### config.mk
export PLATFORM = sky130hd
export DESIGN_NAME = sig_dump_ctrl
export DESIGN_NICKNAME = d
export VERILOG_FILES = /design/src/rtl/sig_dump_ctrl.sv
export SDC_FILE = /design/constraint.sdc
export NUM_CORES = 1
export LEC_CHECK = 0
export CORE_AREA = 2 2 156 158
export CTS_BUF_LIST = sky130_fd_sc_hd__clkbuf_16
export DETAILED_ROUTE_END_ITERATION = 7
export DIE_AREA = 0 0 158 160
export GPL_ROUTABILITY_DRIVEN = 0
export PLACE_DENSITY = 0.72
export SYNTH_ARGS = -nofsm -noshare
export SYNTH_HDL_FRONTEND = slang
export SYNTH_SLANG_ARGS = --single-unit
export TNS_END_PERCENT = 5
### constraint.sdc
create_clock -name clock -period 3.3 [get_ports clock]
set_input_delay 0.66 -clock clock [delete_from_list [all_inputs] [get_ports clock]]
set_output_delay 0.66 -clock clock [all_outputs]
set_load 0.03 [all_outputs]
### src/rtl/sig_dump_ctrl.sv
// ============================================================================
//  Module   : sig_dump_ctrl
//  Purpose  : CPU-bus register window that halts the test and streams the
//             signature memory range out over a valid/ready interface.
//             Optional checksum trailer word: define SIG_DUMP_CHECKSUM_EN.
//  Revision : 1.0  initial release
// ============================================================================
`default_nettype none

module sig_dump_ctrl #(
  parameter logic [31:0] BASE   = 32'h2000_0000,
  parameter int          ADDR_W = 30
) (
  input  logic              clock,
  input  logic              reset,
  input  logic              mem_load,
  input  logic              mem_store,
  input  logic [31:0]       address,
  input  logic [31:0]       store_data,
  output logic              sel,
  output logic [31:0]       load_data,
  output logic              rd_en,
  output logic [ADDR_W-1:0] rd_addr,
  input  logic [31:0]       rd_data,
  output logic              sig_valid,
  output logic [31:0]       sig_data,
  output logic              sig_last,
  input  logic              sig_ready,
  output logic              halted,
  output logic              done
);

  typedef enum logic [2:0] {
    S_IDLE  = 3'd0,
    S_FETCH = 3'd1,
    S_WAIT  = 3'd2,
    S_SEND  = 3'd3,
    S_FIN   = 3'd4,
    S_DONE  = 3'd5
  } state_t;

  localparam logic [1:0] OFF_CTRL  = 2'd0;
  localparam logic [1:0] OFF_BEGIN = 2'd1;
  localparam logic [1:0] OFF_END   = 2'd2;
  localparam logic [1:0] OFF_COUNT = 2'd3;

  state_t              state_q, state_d;
  logic [ADDR_W-1:0]   begin_q, begin_d;
  logic [ADDR_W-1:0]   end_q,   end_d;
  logic [ADDR_W-1:0]   ptr_q,   ptr_d;
  logic [31:0]         count_q, count_d;
  logic [31:0]         data_q,  data_d;
  logic                halted_q, halted_d;
`ifdef SIG_DUMP_CHECKSUM_EN
  logic [31:0]         csum_q,  csum_d;
`endif

  logic [1:0]          offset;
  logic                reg_wr;
  logic                reg_rd;
  logic                halt_req;
  logic                busy;
  logic [ADDR_W-1:0]   ptr_inc;
  logic                last_word;
  logic                unused_addr_lsb;

  // Byte lanes within a word carry no meaning for this register file.
  assign unused_addr_lsb = ^address[1:0];

  assign sel       = (address[31:4] == BASE[31:4]);
  assign offset    = address[3:2];
  assign reg_wr    = sel && mem_store;
  assign reg_rd    = sel && mem_load;
  assign halt_req  = reg_wr && (offset == OFF_CTRL) && (store_data == 32'd1);
  assign busy      = (state_q != S_IDLE) && (state_q != S_DONE);
  assign ptr_inc   = ptr_q + ADDR_W'(1);
  assign last_word = (ptr_inc == end_q);

  always_comb begin
    load_data = 32'd0;
    if (reg_rd) begin
      case (offset)
        OFF_CTRL:  load_data = {30'd0, done, busy};
        OFF_BEGIN: load_data = 32'({begin_q, 2'b00});
        OFF_END:   load_data = 32'({end_q, 2'b00});
        OFF_COUNT: load_data = count_q;
        default:   load_data = 32'd0;
      endcase
    end
  end

  always_comb begin
    state_d  = state_q;
    begin_d  = begin_q;
    end_d    = end_q;
    ptr_d    = ptr_q;
    count_d  = count_q;
    data_d   = data_q;
    halted_d = halted_q;
`ifdef SIG_DUMP_CHECKSUM_EN
    csum_d   = csum_q;
`endif

    // Range registers are frozen once the dump has been requested.
    if (state_q == S_IDLE && reg_wr) begin
      if (offset == OFF_BEGIN) begin
        begin_d = store_data[ADDR_W+1:2];
      end
      if (offset == OFF_END) begin
        end_d = store_data[ADDR_W+1:2];
      end
    end

    case (state_q)
      S_IDLE: begin
        if (halt_req) begin
          halted_d = 1'b1;
          ptr_d    = begin_q;
          state_d  = (begin_q < end_q) ? S_FETCH : S_FIN;
        end
      end
      S_FETCH: state_d = S_WAIT;
      S_WAIT: begin
        data_d  = rd_data;
`ifdef SIG_DUMP_CHECKSUM_EN
        csum_d  = csum_q + rd_data;
`endif
        state_d = S_SEND;
      end
      S_SEND: begin
        if (sig_ready) begin
          count_d = count_q + 32'd1;
          ptr_d   = ptr_inc;
          state_d = last_word ? S_FIN : S_FETCH;
        end
      end
      S_FIN: begin
`ifdef SIG_DUMP_CHECKSUM_EN
        if (sig_ready) begin
          state_d = S_DONE;
        end
`else
        state_d = S_DONE;
`endif
      end
      S_DONE:  state_d = S_DONE;
      default: state_d = S_IDLE;
    endcase
  end

  always_ff @(posedge clock) begin
    if (reset) begin
      state_q  <= S_IDLE;
      begin_q  <= '0;
      end_q    <= '0;
      ptr_q    <= '0;
      count_q  <= '0;
      data_q   <= '0;
      halted_q <= 1'b0;
`ifdef SIG_DUMP_CHECKSUM_EN
      csum_q   <= '0;
`endif
    end else begin
      state_q  <= state_d;
      begin_q  <= begin_d;
      end_q    <= end_d;
      ptr_q    <= ptr_d;
      count_q  <= count_d;
      data_q   <= data_d;
      halted_q <= halted_d;
`ifdef SIG_DUMP_CHECKSUM_EN
      csum_q   <= csum_d;
`endif
    end
  end

  assign rd_en   = (state_q == S_FETCH);
  assign rd_addr = ptr_q;
  assign halted  = halted_q;
  assign done    = (state_q == S_DONE);

`ifdef SIG_DUMP_CHECKSUM_EN
  // The trailer word carries the running sum; only it is flagged last.
  assign sig_valid = (state_q == S_SEND) || (state_q == S_FIN);
  assign sig_data  = (state_q == S_FIN) ? csum_q : data_q;
  assign sig_last  = (state_q == S_FIN);
`else
  assign sig_valid = (state_q == S_SEND);
  assign sig_data  = data_q;
  assign sig_last  = (state_q == S_SEND) && last_word;
`endif

endmodule

`default_nettype wire

==> results.tsv <==
metric	value	unit
status	finished with violations	
failing checks	setup timing	
hold crit path type	flip-flop to flip-flop	
antenna violations before repair	0	
unrepaired setup endpoints after global routing	true	
total track usage	0.252	
Setup Viol. Count Final	1	
root buffer cell	clkbuf_16	
Arr. time, crit path	3.19	ns
Crit path largest cell delay	0.51	ns
CP required	2.64	ns
CTS sink cnt	158	
Routed Antenna Nets	0	
WHS Path Cells	2	
CTS Buf Count	17	
Worst Path Buf+Inv	2	
PwrDens	378	nW/um^2
worst-margin pin slew	1.02	ns
Non-Filler Instances	1881	
clock skew	0.00800	ns
IO buf count	198	
die area	25300	um^2
Leakage	4.58	nW
commonest non-fill, non-tap cell in the layout	nand2_1	
CTS tree	built	
Final Hold Viols	0	
YS warnings	0	
total wire length	32800	um
Critical Path Source Type	flip-flop	
post-synth cell types	62	
Synth area leader	dfxtp_1	
FF+latch count, synth	158	
Final Util	0.548	
row count	57	
global-route wire length before repair	50700	um
Setup CP Type	flip-flop to output pin	
grt ovf	0	
cell family with most CP delay	simple AND/OR/NAND/NOR gates	
worst skew pair latency	0.44	ns
Mapped Area	9280	um^2
placed cell area	12200	um^2
Synth area leaders	dfxtp_1 (34%), nand2_1 (12%), a21oi_1 (7.9%)	
count of pins over their slew limit	0	
Reg2Reg Setup Slack	0.16	ns
fin nets	1676	
clock buffer depth	2	
layout cell share with drive strength beyond 1	0.151	
maximum VDD drop	0.457	mV
largest net degree at the start of global routing	65	
ANT cells	0	
Mean Syn Cell Area	7.14	um^2
Post-Place Cells	1836	
Detailed Route Iter0 Violations	986	
vias in the first global route	9771	
worst-path fanout max	4	
Post-synth EDFFs	0	
DR vias/cell	5.52	
Slowest cell on crit path	or4_4	
Initial Util	0.390	
DR WL/cell	17.5	um
ys async rst share	0	
Synth Flop Type	dfxtp_1	
height of the die	160	um
detailed placer's ending HPWL	24100	um
post-layout minimum cycle time	3.85	ns
most used cell, CP	nor4_4	
commonest cells after routing, fill and taps aside	nand2_1 (296), clkdlybuf4s50_1 (161), dfxtp_1 (149)	
final setup margin	-0.554	ns
final period utilization	1.17	
die extent in x	158	um
max_cap viols	0	
Area growth syn-to-layout	40.7	%
clock slew at reported path FFs	0.07	ns
Final Cell Area	13100	um^2
pre-CTS setup slack	-0.232	ns
part of the Yosys area used for sequential elements	0.341	
Max Clock Freq	259	MHz
Slew headroom	0.319	
crit end category	output pin	
crit-path cells	nand4_4 -> nor4_4 -> a21oi_2 -> or4_4 -> a2111oi_4 -> buf_4 -> nand4_1 -> nor4_4 -> buf_12	
DRT Pass-1 Iters	5	
via count	10382	
htree depth	4	
Crit. path cell count	9	
WHS	0.455	ns
Core Area	23800	um^2
num ports	201	
# DRC	0	
cells on worst reg2reg path	12	
Post-Syn Nets	1432	
cell count after synthesis	1300	
Synth top area share	0.341	
post-cts hold buffer count	0	
==> through the flow <==
step | total power, W | TNS [ns]
detailed placement | 0.00292 | -0.232
global placement | 0.00291 | -0.150
floorplan | 0.00253 | -0.205
CTS | 0.00495 | -0.505
global route | 0.00512 | -0.651
finish | 0.00494 | -0.554
==> final timing paths <==
kind / startpoint / end
hold reg to reg: sig_data[8]$_SDFFE_PP0P_ / sig_data[8]$_SDFFE_PP0P_
setup / recovery: rd_addr[1]$_SDFFE_PP0P_ / sig_last
setup reg to reg: rd_addr[1]$_SDFFE_PP0P_ / state_q[2]$_SDFFE_PP0P_
hold / removal: sig_data[8]$_SDFFE_PP0P_ / sig_data[8]$_SDFFE_PP0P_
==> layout make-up <==
class                           count  area, um^2
Multi-Input combinational cell   1011        5740
Sequential cell                   158        3180
Timing Repair Buffer              318        2990
Inverter                           38         143
Clock buffer                       17         425
Clock inverter                     15         175
Fill cell                        2243       10800
Tap cell                          324         405
==> report_power, final <==
part | switching, W | internal, W
clock network | 0.000911 | 0.00114
logic | 0.000463 | 0.000360
registers | 0.0000771 | 0.00198
total | 0.00145 | 0.00349
==> routing by layer <==
metal  vias to the layer above  global-route usage  routed length, um
li1                       4993                   -                  -
met5                         -                   0                  0
met4                         0              0.0946               1070
met3                        79              0.0586               2570
met2                       474               0.422              15600
met1                      4836               0.313              13600
==> registers in the layout (all words and copies together) (netlist names) <==
register and flops:
count_q 32, end_q 30, rd_addr 30, state_q 3, halted 1, begin_q 30, sig_data 32
==> timing repair <==
action                     CTS  global route
setup buffers                8             5
resized for setup           24             7
pin swaps                   11             6
setup endpoints to repair    1            11
==> Yosys cell counts (3+ instances only) <==
cell,instances
buf_2,5
nor2_1,117
clkbuf_1,78
buf_1,4
nand2_1,296
nand3_1,34
nor4_1,29
or3_1,6
nand4_1,26
and2_1,10
inv_1,38
nor2b_1,7
nor4_4,3
and3_1,8
ha_1,31
nand2b_1,7
a311oi_1,5
nor3_1,24
and4_1,4
buf_4,5
xor2_1,30
a211oi_1,16
dfxtp_1,158
xnor2_1,33
a21oi_1,146
or2_2,4
mux2i_1,6
o31ai_1,7
a2111oi_0,3
a31oi_1,7
a22oi_1,36
nor4b_1,4
a21o_1,5
o21ai_0,75
==> worst reg2reg max path, cell delays in order (launching register included) <==
cell       delay, ns
dfxtp_4         0.38
nand4_4         0.13
nor4_4          0.36
a21oi_2         0.11
or4_4           0.51
a2111oi_4       0.37
buf_4           0.17
nand4_1         0.17
nor4_4          0.39
buf_4           0.18
buf_4           0.10
buf_4           0.11
o21a_1          0.11
==> logic make-up (layout without fill, tap and decap cells) <==
family,Yosys count,in the layout,synth area share
AOI/OAI and AO/OA,313,313,0.196
DFF,158,158,0.341
buffers and inverters,131,388,0.0565
xor gates and xnor gates,63,63,0.0595
adders and majority gates,31,31,0.0418
muxes,7,7,0.00769
and+or+nand+nor,597,597,0.297
(Power assumes the default switching activity.)
